==> src/rtl/pll_phase_ctrl_if.sv <==
// Command handshake between a host and the PLL phase controller.
// The host drives a phase-step request; the controller answers with CMD_READY.
interface pll_phase_ctrl_if;
  logic       CMD_VALID;
  logic       CMD_READY;
  logic [1:0] CMD_SEL;
  logic       CMD_DIR;
  logic [3:0] CMD_STEPS;

  modport master (output CMD_VALID, CMD_SEL, CMD_DIR, CMD_STEPS, input CMD_READY);
  modport slave  (input CMD_VALID, CMD_SEL, CMD_DIR, CMD_STEPS, output CMD_READY);
endinterface

==> src/rtl/pll_phase_ctrl.sv <==
// PLL reset/lock sequencer with dynamic phase stepping of CLKOP..CLKOS3.
// Keeps a 3-bit phase position per output and counts relock events.
module pll_phase_ctrl #(
  parameter int PLL_RST_CYC  = 16,
  parameter int LOCK_STABLE  = 64,
  parameter int LOCK_TIMEOUT = 65535,
  parameter int LOSS_FILT    = 4,
  parameter int STEP_W       = 4
) (
  input  logic            CLKI,
  input  logic            RST,
  input  logic            LOCK,
  pll_phase_ctrl_if.slave cmd,
  output logic [1:0]      PHASESEL,
  output logic            PHASEDIR,
  output logic            PHASESTEP,
  output logic            PHASELOADREG,
  output logic            PLL_RST,
  output logic            LOCKED,
  output logic            BUSY,
  output logic            DONE,
  output logic [11:0]     PHASE_POS,
  output logic [7:0]      RELOCK_CNT
);

  localparam int CNT_MAX = (PLL_RST_CYC > STEP_W) ? PLL_RST_CYC : STEP_W;
  localparam int CNT_W   = $clog2(CNT_MAX + 1);
  localparam int STB_W   = $clog2(LOCK_STABLE + 1);
  localparam int TMO_W   = $clog2(LOCK_TIMEOUT + 1);
  localparam int LOSS_W  = $clog2(LOSS_FILT + 1);

  typedef enum logic [2:0] {
    ST_RESET_PLL, ST_WAIT_LOCK, ST_IDLE, ST_SETUP,
    ST_STEP_HI, ST_STEP_LO, ST_LOAD, ST_DONE
  } state_t;

  typedef struct packed {
    logic       pll_rst;
    logic       ready;
    logic       locked;
    logic       busy;
    logic       done;
    logic       step;
    logic       load;
    logic       dir;
    logic [1:0] sel;
  } outs_t;

  localparam outs_t OUTS_RST = '{pll_rst: 1'b1, ready: 1'b0, locked: 1'b0, busy: 1'b1,
                                 done: 1'b0, step: 1'b0, load: 1'b0, dir: 1'b0, sel: 2'b00};

  state_t              state, state_nx;
  outs_t               out_d, out_q;
  logic                lock_meta, lock_sync;
  logic [CNT_W-1:0]    cnt;
  logic [STB_W-1:0]    stb_cnt;
  logic [TMO_W-1:0]    tmo_cnt;
  logic [LOSS_W-1:0]   loss_cnt;
  logic [3:0]          steps_q;
  logic [1:0]          sel_q;
  logic                dir_q;
  logic [3:0][2:0]     pos_q;
  logic [7:0]          relock_q;

  logic timed, rst_done, ph_done, stable_hit, timeout, loss, accept, rst_entry, step_entry;

  assign timed      = state inside {ST_RESET_PLL, ST_SETUP, ST_STEP_HI, ST_STEP_LO, ST_LOAD};
  assign rst_done   = (cnt == CNT_W'(PLL_RST_CYC - 1));
  assign ph_done    = (cnt == CNT_W'(STEP_W - 1));
  assign stable_hit = lock_sync && (stb_cnt == STB_W'(LOCK_STABLE - 1));
  assign timeout    = (tmo_cnt == TMO_W'(LOCK_TIMEOUT - 1));
  assign loss       = !lock_sync && (loss_cnt == LOSS_W'(LOSS_FILT - 1));
  assign accept     = (state == ST_IDLE) && cmd.CMD_VALID && !loss;
  assign rst_entry  = (state_nx == ST_RESET_PLL) && (state != ST_RESET_PLL);
  assign step_entry = (state_nx == ST_STEP_HI) && (state != ST_STEP_HI);

  // State register, counters and captured command.
  always_ff @(posedge CLKI) begin
    if (RST) begin
      // NOTE: synchronous reset clears every flop in this block, including the synchronizer.
      state     <= ST_RESET_PLL;
      lock_meta <= 1'b0;
      lock_sync <= 1'b0;
      cnt       <= '0;
      stb_cnt   <= '0;
      tmo_cnt   <= '0;
      loss_cnt  <= '0;
      steps_q   <= '0;
      sel_q     <= '0;
      dir_q     <= 1'b0;
      pos_q     <= '0;
      relock_q  <= '0;
    end else begin
      // NOTE: non-blocking assignments so every flop samples pre-edge values.
      state     <= state_nx;
      lock_meta <= LOCK;
      lock_sync <= lock_meta;
      cnt       <= (timed && state_nx == state) ? cnt + CNT_W'(1) : '0;
      stb_cnt   <= (state == ST_WAIT_LOCK && lock_sync) ? stb_cnt + STB_W'(1) : '0;
      tmo_cnt   <= (state == ST_WAIT_LOCK && state_nx == ST_WAIT_LOCK) ? tmo_cnt + TMO_W'(1) : '0;
      loss_cnt  <= (state == ST_IDLE && state_nx == ST_IDLE && !lock_sync) ?
                   loss_cnt + LOSS_W'(1) : '0;
      if (accept) begin
        steps_q <= cmd.CMD_STEPS;
        sel_q   <= cmd.CMD_SEL;
        dir_q   <= cmd.CMD_DIR;
      end else if (state == ST_STEP_LO && ph_done) begin
        steps_q <= steps_q - 4'd1;
      end
      // Position is counted on the rising edge of each step, wrapping modulo 8.
      if (rst_entry) begin
        pos_q <= '0;
        if (relock_q != 8'hFF) relock_q <= relock_q + 8'd1;
      end else if (step_entry) begin
        pos_q[sel_q] <= dir_q ? pos_q[sel_q] - 3'd1 : pos_q[sel_q] + 3'd1;
      end
    end
  end

  always_comb begin
    // NOTE: default assignment first so no branch leaves state_nx unassigned (no latch).
    state_nx = state;
    case (state)
      ST_RESET_PLL: if (rst_done) state_nx = ST_WAIT_LOCK;
      ST_WAIT_LOCK: begin
        if (stable_hit)   state_nx = ST_IDLE;
        else if (timeout) state_nx = ST_RESET_PLL;
      end
      // Loss of lock outranks a command presented in the same cycle.
      ST_IDLE: begin
        if (loss)        state_nx = ST_RESET_PLL;
        else if (accept) state_nx = (cmd.CMD_STEPS == 4'd0) ? ST_DONE : ST_SETUP;
      end
      ST_SETUP:   if (ph_done) state_nx = ST_STEP_HI;
      ST_STEP_HI: if (ph_done) state_nx = ST_STEP_LO;
      ST_STEP_LO: if (ph_done) state_nx = (steps_q == 4'd1) ? ST_LOAD : ST_STEP_HI;
      ST_LOAD:    if (ph_done) state_nx = ST_DONE;
      ST_DONE:    state_nx = ST_IDLE;
      default:    state_nx = ST_RESET_PLL;
    endcase
  end

  // Outputs are decoded from the next state and registered, so they line up with the state.
  always_comb begin
    out_d        = '0;
    out_d.pll_rst = (state_nx == ST_RESET_PLL);
    out_d.ready   = (state_nx == ST_IDLE);
    out_d.busy    = (state_nx != ST_IDLE);
    out_d.locked  = !(state_nx inside {ST_RESET_PLL, ST_WAIT_LOCK});
    out_d.done    = (state_nx == ST_DONE);
    out_d.step    = (state_nx == ST_STEP_HI);
    out_d.load    = (state_nx == ST_LOAD);
    if (state_nx inside {ST_SETUP, ST_STEP_HI, ST_STEP_LO, ST_LOAD}) begin
      out_d.sel = accept ? cmd.CMD_SEL : sel_q;
      out_d.dir = accept ? cmd.CMD_DIR : dir_q;
    end
  end

  always_ff @(posedge CLKI) begin
    if (RST) out_q <= OUTS_RST;
    else     out_q <= out_d;
  end

  assign PLL_RST       = out_q.pll_rst;
  assign cmd.CMD_READY = out_q.ready;
  assign LOCKED        = out_q.locked;
  assign BUSY          = out_q.busy;
  assign DONE          = out_q.done;
  assign PHASESTEP     = out_q.step;
  assign PHASELOADREG  = out_q.load;
  assign PHASEDIR      = out_q.dir;
  assign PHASESEL      = out_q.sel;
  assign PHASE_POS     = pos_q;
  assign RELOCK_CNT    = relock_q;

endmodule

==> src/flat_wrapper.sv <==
// flat-port wrapper written by rule: the top's interface ports become plain ports
module pll_phase_ctrl_flat 
#(
  parameter int PLL_RST_CYC  = 16,
  parameter int LOCK_STABLE  = 64,
  parameter int LOCK_TIMEOUT = 65535,
  parameter int LOSS_FILT    = 4,
  parameter int STEP_W       = 4
)
  (CLKI, RST, LOCK, PHASESEL, PHASEDIR, PHASESTEP, PHASELOADREG, PLL_RST, LOCKED, BUSY, DONE, PHASE_POS, RELOCK_CNT, cmd_CMD_VALID, cmd_CMD_SEL, cmd_CMD_DIR, cmd_CMD_STEPS, cmd_CMD_READY);
  pll_phase_ctrl_if cmd_i ();
  input  logic CLKI;
  input  logic RST;
  input  logic LOCK;
  output logic [1:0] PHASESEL;
  output logic PHASEDIR;
  output logic PHASESTEP;
  output logic PHASELOADREG;
  output logic PLL_RST;
  output logic LOCKED;
  output logic BUSY;
  output logic DONE;
  output logic [11:0] PHASE_POS;
  output logic [7:0] RELOCK_CNT;
  input wire logic [$bits(cmd_i.CMD_VALID)-1:0] cmd_CMD_VALID;
  input wire logic [$bits(cmd_i.CMD_SEL)-1:0] cmd_CMD_SEL;
  input wire logic [$bits(cmd_i.CMD_DIR)-1:0] cmd_CMD_DIR;
  input wire logic [$bits(cmd_i.CMD_STEPS)-1:0] cmd_CMD_STEPS;
  output wire logic [$bits(cmd_i.CMD_READY)-1:0] cmd_CMD_READY;
  assign cmd_i.CMD_VALID = cmd_CMD_VALID;
  assign cmd_i.CMD_SEL = cmd_CMD_SEL;
  assign cmd_i.CMD_DIR = cmd_CMD_DIR;
  assign cmd_i.CMD_STEPS = cmd_CMD_STEPS;
  assign cmd_CMD_READY = cmd_i.CMD_READY;
  pll_phase_ctrl #(.PLL_RST_CYC(PLL_RST_CYC), .LOCK_STABLE(LOCK_STABLE), .LOCK_TIMEOUT(LOCK_TIMEOUT), .LOSS_FILT(LOSS_FILT), .STEP_W(STEP_W)) u_core (.CLKI(CLKI), .RST(RST), .LOCK(LOCK), .cmd(cmd_i), .PHASESEL(PHASESEL), .PHASEDIR(PHASEDIR), .PHASESTEP(PHASESTEP), .PHASELOADREG(PHASELOADREG), .PLL_RST(PLL_RST), .LOCKED(LOCKED), .BUSY(BUSY), .DONE(DONE), .PHASE_POS(PHASE_POS), .RELOCK_CNT(RELOCK_CNT));
endmodule
==> config.mk <==
export PLATFORM = sky130hd
export DESIGN_NAME = pll_phase_ctrl_flat
export DESIGN_NICKNAME = d
export VERILOG_FILES = /design/src/rtl/pll_phase_ctrl_if.sv /design/src/rtl/pll_phase_ctrl.sv /design/src/flat_wrapper.sv
export SDC_FILE = /design/constraint.sdc
export NUM_CORES = 1
export LEC_CHECK = 0
export CORE_ASPECT_RATIO = 1.75
export CORE_UTILIZATION = 40
export CTS_CLUSTER_SIZE = 30
export DETAILED_ROUTE_END_ITERATION = 10
export GPL_TIMING_DRIVEN = 0
export RECOVER_POWER = 50
export SLEW_MARGIN = 0
export SYNTH_ARGS = -nofsm -noshare
export SYNTH_HDL_FRONTEND = slang
export SYNTH_SLANG_ARGS = --single-unit
==> constraint.sdc <==
create_clock -name CLKI -period 4.3 [get_ports CLKI]
set_clock_uncertainty 0.05 [all_clocks]
set_input_delay 0.43 -clock CLKI [delete_from_list [all_inputs] [get_ports CLKI]]
set_output_delay 0.43 -clock CLKI [all_outputs]
set_load 0.01 [all_outputs]
== Word-level counts from Yosys, hierarchy flattened ==
Cells that the tools add are included.

* Output and inout bits: 30
* Register bits: 73
* Input bits: 11

* $lt $le $gt $ge: 2
* $add $sub $neg: 8
* Reduce and logical (&&, ||, !) cells: 31
* Bitwise logic cells: 5
* Mux-type cells: 22
* Equality and inequality tests: 24

{| class="wikitable"
|+ Operator list
! operator !! number
|-
| 3-bit two-way mux || 13
|-
| 3-bit == test, second input constant || 8
|-
| 3-bit case mux with 8 select lines || 1
|-
| 16-bit by 1-bit adder with 16-bit output, second input constant || 1
|-
| 16-bit == test, second input constant || 1
|-
| 3-bit by 2-bit == test with 1-bit output, second input constant || 5
|-
| 1-bit logical AND || 13
|-
| 12-bit bitwise mux || 1
|-
| 2-bit OR reduction || 6
|-
| 8-bit by 1-bit adder with 8-bit output, second input constant || 1
|-
| 4-bit two-way mux || 2
|-
| 8-bit inequality test, second input constant || 1
|-
| 7-bit by 1-bit adder with 7-bit output, second input constant || 1
|-
| 7-bit by 6-bit == test with 1-bit output, second input constant || 1
|-
| 3-bit by 1-bit adder with 3-bit output, second input constant || 2
|-
| 3-bit binary-select mux with 2-bit select || 1
|-
| 3-bit demux with 2-bit select || 1
|-
| 3-bit by 1-bit == test with 1-bit output, second input constant || 2
|-
| 3-bit zero test || 2
|-
| 5-bit by 1-bit adder with 5-bit output, second input constant || 1
|-
| 5-bit by 2-bit == test with 1-bit output, second input constant || 1
|-
| 5-bit by 4-bit == test with 1-bit output, second input constant || 1
|-
| 1-bit NOT || 5
|-
| 5-bit nonzero test || 1
|-
| 16 further kinds || 20
|}

== Longest topological paths before layout ==
Gate-level depths: netlist of run 1.

* Word-level depth: 12
* Depth in mapped cells: 10
* Mapped depth without buffers: 8

== Worst setup path before layout of run 1 ==
No wires, ideal clock.

* Path kind: reg2reg
* From: register u_core.cnt[0]
* To: register u_core.relock_q[3], in the netlist u_core.RELOCK_CNT[3]
* Stages on the path, launching flop included: 9
* Data required time: 4,127 ps
* Path buffers: 1
* Data arrival time: 2,179 ps
* Path slack: 1,947 ps
* Cell sequence: dfxtp_1 -> ha_1 -> nor4b_4 -> nor3b_1 -> or4_4 -> a21oi_2 -> buf_4 -> nor3_1 -> mux2_1

* Longest elaborated chain between the ends: 6
* Elaborated cells on any way between the ends: 11
* Those cells by class: 2 x eq/ne; 6 x mux; 3 x reduce/logical

{| class="wikitable"
|+ Ends and longest elaborated chain
! what !! line !! text
|-
| start: declaration || pll_phase_ctrl.sv:55 || <nowiki>logic [CNT_W-1:0] cnt;</nowiki>
|-
| start signal: assignment || pll_phase_ctrl.sv:98 || <nowiki>cnt <= (timed && state_nx == state) ? cnt + CNT_W'(1) : '0;</nowiki>
|-
| 5-bit by 2-bit == test with 1-bit output / 5-bit by 4-bit == test with 1-bit output (equally long branches) || pll_phase_ctrl.sv:69, pll_phase_ctrl.sv:68 ||
|-
| 3-bit two-way mux (on tied branches) || -- ||
|-
| 3-bit case mux with 8 select lines * || pll_phase_ctrl.sv:123 || <nowiki>case (state)</nowiki>
|-
| 3-bit zero test * || pll_phase_ctrl.sv:74 || <nowiki>assign rst_entry = (state_nx == ST_RESET_PLL) && (state != ST_RESET_PLL);</nowiki>
|-
| 1-bit logical AND * || pll_phase_ctrl.sv:74 ||
|-
| 2-bit AND reduction (no line) * || -- ||
|-
| end signal: assignment || pll_phase_ctrl.sv:113 || <nowiki>if (relock_q != 8'hFF) relock_q <= relock_q + 8'd1;</nowiki>
|-
| end: declaration || pll_phase_ctrl.sv:63 || <nowiki>logic [7:0] relock_q;</nowiki>
|}

Every way passes the cells marked *; elsewhere a longest branch is shown, timed or not.
A chain may end at the register's enable or synchronous reset.

== Worst setup path in the final report of run 1 ==
* From: register u_core.cnt[0]
* To: register u_core.pos_q (netlist bit u_core.PHASE_POS[11])

* Longest elaborated chain between the ends: 6
* Elaborated cells on any way between the ends: 13
* Those cells by class: 3 x eq/ne; 6 x mux; 4 x reduce/logical

{| class="wikitable"
|+ Ends and longest elaborated chain
! what !! line !! text
|-
| 5-bit by 2-bit == test with 1-bit output / 5-bit by 4-bit == test with 1-bit output (equally long branches) || pll_phase_ctrl.sv:69, pll_phase_ctrl.sv:68 ||
|-
| 3-bit two-way mux (on tied branches) || -- ||
|-
| 3-bit case mux with 8 select lines * || pll_phase_ctrl.sv:123 ||
|-
| 3-bit zero test || pll_phase_ctrl.sv:74 ||
|-
| 1-bit logical AND || pll_phase_ctrl.sv:74 ||
|-
| 2-bit OR reduction (no line) || -- ||
|-
| end signal: indexed assignment || pll_phase_ctrl.sv:115 || <nowiki>pos_q[sel_q] <= dir_q ? pos_q[sel_q] - 3'd1 : pos_q[sel_q] + 3'd1;</nowiki>
|-
| end: declaration || pll_phase_ctrl.sv:62 || <nowiki>logic [3:0][2:0] pos_q;</nowiki>
|}

Marks and branches as above.

==> results of run 1 <==
## flip-flops by register name, summed over array words and instances (netlist names)
| name | cells |
|---|---|
| u_core.dir_q | 1 |
| u_core.tmo_cnt | 16 |
| u_core.PLL_RST | 1 |
| u_core.LOCKED | 1 |
| u_core.PHASESTEP | 1 |
| u_core.state | 3 |
| u_core.BUSY | 1 |
| u_core.loss_cnt | 3 |
| u_core.PHASELOADREG | 1 |
| u_core.RELOCK_CNT | 8 |
| u_core.steps_q | 4 |
| u_core.PHASE_POS | 12 |
| u_core.DONE | 1 |
| u_core.cnt | 5 |
| u_core.lock_meta | 1 |
| u_core.stb_cnt | 7 |
| u_core.PHASESEL | 2 |
| u_core.sel_q | 2 |
| u_core.cmd.CMD_READY | 1 |
| u_core.PHASEDIR | 1 |
| u_core.lock_sync | 1 |
## worst register-to-register path: stages, from the launching register on
cell      delay, ps
dfxtp_1         340
ha_1            200
nor4b_1         910
nand4b_4        280
o32ai_1         680
nor2_1          290
a31o_1          330
buf_6           160
a21oi_1         120
## logic make-up (layout without fill, tap and decap cells)
| family | count (synthesis) | in the layout | share of synthesized area [%] |
|---|---|---|---|
| mux | 12 | 12 | 4.67 |
| simple gates | 181 | 181 | 28.8 |
| buf+inv | 28 | 83 | 3.95 |
| flops | 73 | 73 | 41.6 |
| compound gates | 54 | 54 | 10.6 |
| fa+ha+maj | 11 | 11 | 4.13 |
| xor+xnor | 25 | 25 | 6.23 |
## worst paths after layout
path / start / end / depth (start not counted)
worst max-delay path: u_core.cnt[0] / u_core.PHASE_POS[11] / 8
worst min-delay path: u_core.loss_cnt[0] / u_core.loss_cnt[0] / 1
worst max register to register: u_core.cnt[0] / u_core.PHASE_POS[11] / 8
worst min register to register: u_core.loss_cnt[0] / u_core.loss_cnt[0] / 1
## layout make-up
| cell class | count | area [sq um] | area share [%] |
|---|---|---|---|
| Inverter | 11 | 41.3 | 0.949 |
| Clock buffer | 12 | 256 | 5.90 |
| Timing Repair Buffer | 39 | 390 | 8.97 |
| Tap cell | 115 | 144 | 3.31 |
| Sequential cell | 73 | 1460 | 33.6 |
| Clock inverter | 4 | 75.1 | 1.73 |
| Buffer | 17 | 92.6 | 2.13 |
| Multi-Input combinational cell | 283 | 1890 | 43.4 |
## power groups by stage
stage	clock network, mW	logic (mW)	registers (mW)
after floorplan	0	0.0162	0.697
after global placement	0	0.0306	0.697
after detailed placement	0	0.0306	0.698
after CTS	0.831	0.0309	0.683
after global routing	0.858	0.0329	0.682
final	0.809	0.0295	0.682
## metal layers
layer,up-vias,GRT usage (%),share of wire (%)
met2,59,33.9,54
met1,1367,21.2,40
met3,14,4.48,3.3
met4,0,9.80,2.3
met5,-,0,0
li1,1475,-,-
## cell usage in the layout, fill, tap and decap left out, drive strengths merged, types with 2 or more instances in the layout
master and instances:
dfxtp 73, nor2 52, dlygate4sd3 30, nand3 23, clkbuf 23, nand2 17
o21ai 16, a21oi 16, and3 15, nand4 13, xor2 13, nor3 13
xnor2 12, inv 11, nor2b 10, ha 10, clkdlybuf4s50 9, nand2b 6
and4 6, buf 6, or3 5, and2 5, mux2 5, nor3b 4
nor4 4, mux2i 4, mux4 3, a211oi 3, o22ai 3, nor4b 2
a21o 2, a31oi 2, a41oi 2, clkinvlp 2, bufinv 2, or4 2
nand4b 2, a31o 2
## through the flow
stage / instances / worst slack (ps)
4_1_cts: 554 / 1460
3_3_place_gp: 538 / 1430
5_1_grt: 554 / 676
2_1_floorplan: 384 / 1950
6_report: 554 / 882
3_5_place_dp: 538 / 1420
==> metrics.md, run 1 <==
| Metric | Value |
|---|---|
| Status | `completed` |
| Clock Latency Late Sink | `330 ps` |
| Clk pin slew, worst setup/hold paths | `~50 ps` |
| Cell Rows | `44` |
| DP HPWL | `between 5 and 6 mm` |
| Post-route total power | `approximately 1.5 mW` |
| Max-cap violations | `0` |
| Die area | `0.00918 sq mm` |
| Post-route cell area | `between 0.004 and 0.005 sq mm` |
| Worst stage delay on the critical path | `~910 ps` |
| Post-Syn Nets | `406` |
| Root Driver | `clkbuf_16` |
| Static leakage | `between 1.5 and 2 nW` |
| WP data required | `4510 ps` |
| Die height | `126 microns` |
| Delay-heaviest family, CP | `simple AND/OR/NAND/NOR gates` |
| Worst Setup Start Kind | `flip-flop` |
| Top-level I/O count | `41` |
| Vias | `~2900` |
| Routability congestion estimate from global placement | `0.835` |
| Final period utilization | `around 80%` |
| Sw Share | `about a fifth` |
| Via count of the first global-routing pass | `a little under 3000` |
| Max frequency | `~0.29 GHz` |
| Initial antenna violation count | `0` |
| # hold bufs at CTS | `0` |
| Post-synth top cells | `dfxtp_1, nor2_1, nand3_1, nand2_1, o21ai_0` |
| Seq cells post-synth | `between 70 and 80` |
| Clock power share | `between 50% and 60%` |
| Measured slew at the worst slew-check pin | `approximately 1100 ps` |
| Worst VDD drop | `0.208 mV` |
| Synth Warn # | `0` |
| Share of async-settable or async-resettable flops after synthesis | `0%` |
| Post-Syn Instances | `roughly 380` |
| Final hold viol count | `0` |
| Crit end category | `flip-flop` |
| Pint | `approximately 1.2 mW` |
| Leading area contributor after synthesis | `dfxtp_1` |
| Initial core utilization | `a little over two fifths` |
| Total wire length | `7.97 mm` |
| Core area | `between 0.008 and 0.009 sq mm` |
| RSZ-0062 raised after global routing | `no` |
| FF-to-FF setup slack | `approximately 880 ps` |
| CTS tree | `built` |
| Sequential area share after synthesis | `41.6%` |
| Layout cells sized above 1 | `about a tenth` |
| Overflow after GRT | `0` |
| CP max FO | `10` |
| Most common flop cell mapped by yosys | `dfxtp_1` |
| Final min period | `roughly 3400 ps` |
| Hold Crit Class | `reg -> reg` |
| Cell Area, Synth | `0.00351 sq mm` |
| CTS Buffer Depth | `2` |
| P&R area growth vs syn | `23.8%` |
| Nets | `around 460` |
| Pwr dens | `around 350 mW/mm^2` |
| P_sw | `between 0.2 and 0.3 mW` |
| Port Buffers | `39` |
| Worst setup path class | `reg -> reg` |
| Final Max Slew Viols | `0` |
| TritonCTS Buffers | `9` |
| Post-CTS Setup Inserts | `0` |
| Sequential share of power | `between 40% and 50%` |
| Drc violations | `0` |
| Count of cell types in the netlist | `56` |
| Global-route wire length before repair | `approximately 14 mm` |
| Antenna viol nets, final | `0` |
| # diodes | `0` |
| Rel. slew slack | `24.8%` |
| Crit-path slowest cell | `nor4b_1` |
| Drt wl/cell | `14.4 microns` |
| Synth area leaders | `dfxtp_1, nor2_1, ha_1` |
| Min Hold Slack | `between 300 and 400 ps` |
| GRT Util Overall | `~19%` |
| Most frequent cell after synthesis | `dfxtp_1` |
| Logic gate share of total power | `1.9%` |
| CP Buf/Inv Count | `1` |
| Post-layout util | `about half` |
| TritonCTS sink count | `73` |
| Fill cell count | `809` |
| Iteration-0 DRC count of the detailed router | `140` |
| Setup TNS | `0 ps` |
| Htree depth | `3` |
| Final number of setup-violating endpoints | `0` |
| Avg Cell Area, Syn | `9.15 sq um` |
| Die X | `between 70 and 80 microns` |
| Post-synth EDFFs | `0` |
| Area after DPL | `between 0.004 and 0.005 sq mm` |
| Area fraction of the dominant cell type after synthesis | `41.6%` |
| Worst Path Arrival | `between 3000 and 4000 ps` |
| Drt pass-1 iters | `4` |
| Post_cts resized | `0` |
| Largest net degree at the start of global routing | `13` |
| Crit-path cells | `ha_1, nor4b_1, nand4b_4, o32ai_1, nor2_1, a31o_1, buf_6, a21oi_1` |
| Via/cell ratio | `around 5.3` |
Power figures use the tool's default switching activity.
==> run 2: changes to the inputs <==
- clock period: 4.3 -> 3.1 ns (I/O delays scaled with it)
==> metrics.md, run 2 (synthesis gave the netlist of run 1 again) <==
| Metric | Value |
|---|---|
| Status | `completed` |
| Worst Hold Path EP | `u_core.loss_cnt[0]` |
| Overflow after GRT | `0 (unchanged)` |
| Max frequency | `0.349 GHz (+19%)` |
| CP max FO | `10 (unchanged)` |
| RSZ-0062 raised after global routing | `no` |
| Cell Rows | `44 (unchanged)` |
| Core area | `0.00842 sq mm (unchanged)` |
| Routability congestion estimate from global placement | `0.835 (unchanged)` |
| Final period utilization | `92.4% (+13 points)` |
| M2 GR Usage | `33.9% (unchanged)` |
| Largest net degree at the start of global routing | `13 (unchanged)` |
| Measured slew at the worst slew-check pin | `688 ps (-425 ps)` |
| Rel. slew slack | `54.0% (+29 points)` |
| GRT Util Overall | `19.3% (unchanged)` |
| Die X | `72.8 microns (unchanged)` |
| Nets | `456 (unchanged)` |
| Static leakage | `1.72 nW (+0.46%)` |
| Final hold viol count | `0 (unchanged)` |
| Post-CTS Setup Inserts | `0 (unchanged)` |
| Port Buffers | `39 (unchanged)` |
| Post-route total power | `2.11 mW (+39%)` |
| Worst Hold Depth | `1 (unchanged)` |
| Area of the multi-input gates | `0.00190 sq mm (+0.79%)` |
| Drt pass-1 iters | `4 (unchanged)` |
| TritonCTS Buffers | `9 (unchanged)` |
| Worst stage delay on the critical path | `670 ps (-240 ps)` |
| Die area | `0.00918 sq mm (unchanged)` |
| Max-cap violations | `0 (unchanged)` |
| FF-to-FF setup slack | `230 ps (-650 ps)` |
| Top-level I/O count | `41 (unchanged)` |
| Reg2Reg Capture Point | `u_core.PHASE_POS[11]` |
| # diodes | `0 (unchanged)` |
| DP HPWL | `5.99 mm (unchanged)` |
| P&R area growth vs syn | `24.4%` |
| Max reg flops | `16 (unchanged)` |
| Vias | `2919 (+0.14%)` |
| Clk pin slew, worst setup/hold paths | `50 ps (about the same)` |
| Global route hottest layer | `met2` |
| Initial antenna violation count | `0 (unchanged)` |
| Inst Count DP | `538 (unchanged)` |
| Min Hold Slack | `372 ps (+0.0290 ps)` |
| Htree depth | `3 (unchanged)` |
| Final Max Slew Viols | `0 (unchanged)` |
| Fill cell count | `807 (-0.25%)` |
| # hold bufs at CTS | `0 (unchanged)` |
| Post-route cell area | `0.00437 sq mm (+0.43%)` |
| Worst Path Arrival | `3080 ps (-550 ps)` |
| Commonest non-fill, non-tap cell in the layout | `dfxtp_1` |
| Layout cells sized above 1 | `10.3% (+0.46 points)` |
| Final min period | `2870 ps (-552 ps)` |
| Hold Crit Class | `reg -> reg` |
| Hold path start | `u_core.loss_cnt[0]` |
| Die height | `126 microns (unchanged)` |
| Via/cell ratio | `5.27 (+0.14%)` |
| WP data required | `3310 ps (-1200 ps)` |
| Area after DPL | `0.00405 sq mm (unchanged)` |
| Crit-path cells | `ha_1, nor4b_4, nand4b_4, o32ai_1, nor2_1, a31o_1, buf_6, a21oi_1` |
| Most frequent cells in the layout | `dfxtp_1, nor2_1, dlygate4sd3_1` |
| Crit end category | `flip-flop` |
| Worst r2r src | `u_core.cnt[0]` |
| Worst Setup Start Kind | `flip-flop` |
| Global-route wire length before repair | `13.7 mm (unchanged)` |
| Reg area | `0.00146 sq mm (unchanged)` |
| Final number of setup-violating endpoints | `0 (unchanged)` |
| Clock Latency Late Sink | `330 ps (about the same)` |
| Post_cts resized | `0 (unchanged)` |
| Iteration-0 DRC count of the detailed router | `156 (+11%)` |
| Setup TNS | `0 ps (unchanged)` |
| GR Util met3 | `4.48% (unchanged)` |
| Crit-path slowest cell | `o32ai_1` |
| Initial core utilization | `41.7% (unchanged)` |
| CTS tree | `built` |
| R2R cell count | `8 (unchanged)` |
| CTS Buffer Depth | `2 (unchanged)` |
| Total wire length | `7.98 mm (about the same)` |
| Drc violations | `0 (unchanged)` |
| Worst VDD drop | `0.289 mV (+39%)` |
| Drt wl/cell | `14.4 microns (about the same)` |
| Worst setup path class | `reg -> reg` |
| Reg with most FFs | `u_core.tmo_cnt` |
| TritonCTS sink count | `73 (unchanged)` |
| Pwr dens | `484 mW/mm^2 (+38%)` |
| Via count of the first global-routing pass | `2979 (unchanged)` |
| Antenna viol nets, final | `0 (unchanged)` |
| GRT met1 Usage | `21.2% (unchanged)` |
| Finished Layout Cells | `554 (unchanged)` |
| Root Driver | `clkbuf_16` |
==> run 2: power by group <==
| part | total (mW) | switching [mW] | internal, mW |
|---|---|---|---|
| Clock | 1.12 | 0.376 | 0.748 |
| Sequential | 0.947 | 0.00385 | 0.943 |
| Combinational | 0.0421 | 0.0220 | 0.0201 |
| Total | 2.11 | 0.402 | 1.71 |
==> run 2: worst max-delay path by stage <==
stage                     slack [ps]  depth (start not counted)     startpoint              endpoint
after floorplan                  750                          8  u_core.cnt[0]  u_core.RELOCK_CNT[3]
after global placement           310                          8  u_core.cnt[0]  u_core.PHASE_POS[10]
after detailed placement         290                          8  u_core.cnt[0]   u_core.PHASE_POS[9]
after CTS                        260                          8  u_core.cnt[0]   u_core.PHASE_POS[9]
after global routing             120                          8  u_core.cnt[0]  u_core.PHASE_POS[10]
final                            230                          8  u_core.cnt[0]  u_core.PHASE_POS[11]
==> run 2: per-stage QoR <==
stage / worst slack [ps] / util [%]
finish: 235 / 51.9
global route: 116 / 51.9
CTS: 262 / 52.0
detailed placement: 288 / 48.1
global placement: 306 / 48.1
floorplan: 747 / -
==> run 2: worst max-delay path, delay by kind of cell, from the launching register on <==
family / cells / cell delay [ps]
adder cells (fa/ha/maj): 1 / 220
buffers and inverters: 1 / 160
AO/OA/AOI/OAI: 3 / 1110
AND/OR/NAND/NOR: 3 / 900
flip-flops: 1 / 340
==> run 2: area by class of cell <==
type	count	share of cell area, %
buffer	17	2.21
clock buffer	12	5.87
clock inverter	4	1.72
inverter	11	0.945
multi-input combinational	283	43.6
sequential	73	33.4
tap	115	3.29
timing repair buffer	39	8.93
==> run 2: layer usage <==
layer / share of wire, % / wire length (microns) / up-vias
met5: 0 / 0 / -
met4: 2.2 / 172 / 0
met3: 2.6 / 208 / 15
met2: 54 / 4340 / 49
met1: 41 / 3260 / 1382
li1: - / - / 1473
==> run 3: changes to the inputs <==
- CORE_UTILIZATION: 40 -> 31
- CTS_CLUSTER_SIZE: 30 -> 12
==> metrics.md, run 3 (synthesis gave the netlist of run 1 again) <==
| Metric | Value |
|---|---|
| TritonCTS Buffers | `9 (unchanged)` |
| Rel. slew slack | `56.6% (+2.6 points)` |
| Final hold viol count | `0 (unchanged)` |
| Top-level I/O count | `41 (unchanged)` |
| Post-route cell area | `0.00436 sq mm (-0.31%)` |
| GRT Util Overall | `15.1% (-4.2 points)` |
| Layout cells sized above 1 | `10.5% (+0.23 points)` |
| Clock Latency Late Sink | `330 ps (about the same)` |
| Drc violations | `0 (unchanged)` |
| Final min period | `2820 ps (-43.9 ps)` |
| Die area | `0.0118 sq mm (+28%)` |
| Global-route wire length before repair | `13.2 mm (-3.6%)` |
| WP data required | `3320 ps (about the same)` |
| Initial core utilization | `31.6% (-10 points)` |
| Largest net degree at the start of global routing | `13 (unchanged)` |
| Htree depth | `3 (unchanged)` |
| RSZ-0062 raised after global routing | `no` |
| TritonCTS sink count | `73 (unchanged)` |
| Final period utilization | `91.0% (-1.4 points)` |
| Antenna viol nets, final | `0 (unchanged)` |
| Routability congestion estimate from global placement | `0.831 (-0.43%)` |
| FF-to-FF setup slack | `280 ps (+40 ps)` |
| Worst Hold Path EP | `u_core.loss_cnt[0]` |
| Drt wl/cell | `14.2 microns (-1.5%)` |
| Measured slew at the worst slew-check pin | `649 ps (-39.6 ps)` |
| Overflow after GRT | `0 (unchanged)` |
| Worst Setup Start Kind | `flip-flop` |
| Post_cts resized | `0 (unchanged)` |
| Worst VDD drop | `0.327 mV (+13%)` |
| Core area | `0.0111 sq mm (+32%)` |
| Worst stage delay on the critical path | `640 ps (-30 ps)` |
| Initial antenna violation count | `0 (unchanged)` |
| Hold path start | `u_core.loss_cnt[0]` |
| CTS Buffer Depth | `2 (unchanged)` |
| Setup TNS | `0 ps (unchanged)` |
| P&R area growth vs syn | `24.0%` |
| Worst Hold Depth | `1 (unchanged)` |
| Fill cell count | `1156 (+43%)` |
| Max reg flops | `16 (unchanged)` |
| Final number of setup-violating endpoints | `0 (unchanged)` |
| Crit-path slowest cell | `o32ai_1` |
| Worst r2r src | `u_core.cnt[0]` |
| Die X | `82.5 microns (+13%)` |
| Clk pin slew, worst setup/hold paths | `60 ps (about the same)` |
| Worst setup path class | `reg -> reg` |
| Status | `completed` |
| Area after DPL | `0.00407 sq mm (+0.53%)` |
| Worst Path Arrival | `3040 ps (-40 ps)` |
| Post-CTS Setup Inserts | `0 (unchanged)` |
| # hold bufs at CTS | `0 (unchanged)` |
| Area of the multi-input gates | `0.00190 sq mm (unchanged)` |
| Nets | `456 (unchanged)` |
| Drt pass-1 iters | `4 (unchanged)` |
| Total wire length | `8.10 mm (+1.5%)` |
| # diodes | `0 (unchanged)` |
| Max-cap violations | `0 (unchanged)` |
| R2R cell count | `8 (unchanged)` |
| Reg2Reg Capture Point | `u_core.PHASE_POS[11]` |
| Final Max Slew Viols | `0 (unchanged)` |
| Via/cell ratio | `5.23 (-0.82%)` |
| Commonest non-fill, non-tap cell in the layout | `dfxtp_1` |
| Die height | `143 microns (+13%)` |
| Reg area | `0.00146 sq mm (unchanged)` |
| Iteration-0 DRC count of the detailed router | `117 (-25%)` |
| Most frequent cells in the layout | `dfxtp_1, nor2_1, dlygate4sd3_1` |
| DP HPWL | `6.24 mm (+4.3%)` |
| Hold Crit Class | `reg -> reg` |
| Reg with most FFs | `u_core.tmo_cnt` |
| Max frequency | `0.354 GHz (+1.6%)` |
| CP max FO | `10 (unchanged)` |
| Vias | `2984 (+2.2%)` |
| Root Driver | `clkbuf_16` |
| Crit-path cells | `ha_1, nor4b_4, nand4b_4, o32ai_1, nor2_1, a31o_1, buf_6, a21oi_1` |
| Static leakage | `1.71 nW (-0.41%)` |
| Cell Rows | `51 (+16%)` |
| Port Buffers | `39 (unchanged)` |
| Via count of the first global-routing pass | `2912 (-2.2%)` |
| Crit end category | `flip-flop` |
| Pwr dens | `462 mW/mm^2 (-4.4%)` |
| CTS tree | `built` |
run 3: cell count changes in the layout (fill, tap and decap cells not counted):
cell | before | now
bufinv_16 | 2 | 1
clkinvlp_4 | 2 | 1
clkbuf_1 | 11 | 10
and2_0 | 1 | 0
and2_1 | 3 | 4
clkbuf_8 | 2 | 1
clkinv_2 | 0 | 4
run 3: worst max path at each step:
stage                           startpoint  depth (start not counted)  slack (ps)                   end
after floorplan              u_core.cnt[0]                          8         750  u_core.RELOCK_CNT[3]
final                        u_core.cnt[0]                          8         280  u_core.PHASE_POS[11]
after detailed placement  cmd_CMD_STEPS[3]                          8         260   u_core.PHASE_POS[9]
after global placement    cmd_CMD_STEPS[0]                          8         290   u_core.PHASE_POS[9]
after global routing         u_core.cnt[0]                          8          60  u_core.PHASE_POS[11]
after CTS                    u_core.cnt[0]                          8         280   u_core.PHASE_POS[9]
run 3: where the power goes:
| group | total [mW] | switching [mW] | internal, mW |
|---|---|---|---|
| Sequential | 0.947 | 0.00385 | 0.943 |
| Clock | 1.02 | 0.386 | 0.638 |
| Combinational | 0.0427 | 0.0226 | 0.0201 |
run 3: layout make-up:
class,count,area share (%)
Tap cell,132,3.79
Inverter,11,0.948
Timing Repair Buffer,39,8.96
Clock buffer,10,5.49
Buffer,17,2.21
Sequential cell,73,33.6
Multi-Input combinational cell,283,43.7
Clock inverter,6,1.32
run 3: critical path: cells and delay by family, from the launching register on:
family,cells,cell delay [ps]
AOI/OAI and AO/OA,3,1090
buffers and inverters,1,160
DFF,1,350
adders and majority gates,1,220
and+or+nand+nor,3,890
run 3: metal layers:
metal  wire (microns)  share of wire (%)  GRT usage [%]  vias up
met3              220                2.7           3.51       22
met2             4500                 55           27.1       52
met5                0                  0              0        -
met4              321                4.0           9.42        0
li1                 -                  -              -     1477
met1             3070                 38           15.0     1433
run 3: through the flow:
step                      std cells  utilization, %  setup slack [ps]  hold WS [ps]  total power [mW]
after global placement          555            36.6               286           357              1.01
after floorplan                 384               -               747           349             0.989
after global routing            571            39.2              57.7           399              2.08
after CTS                       571            39.3               285           374              2.04
final                           571            39.2               278           375              2.01
after detailed placement        555            36.6               262           367              1.01
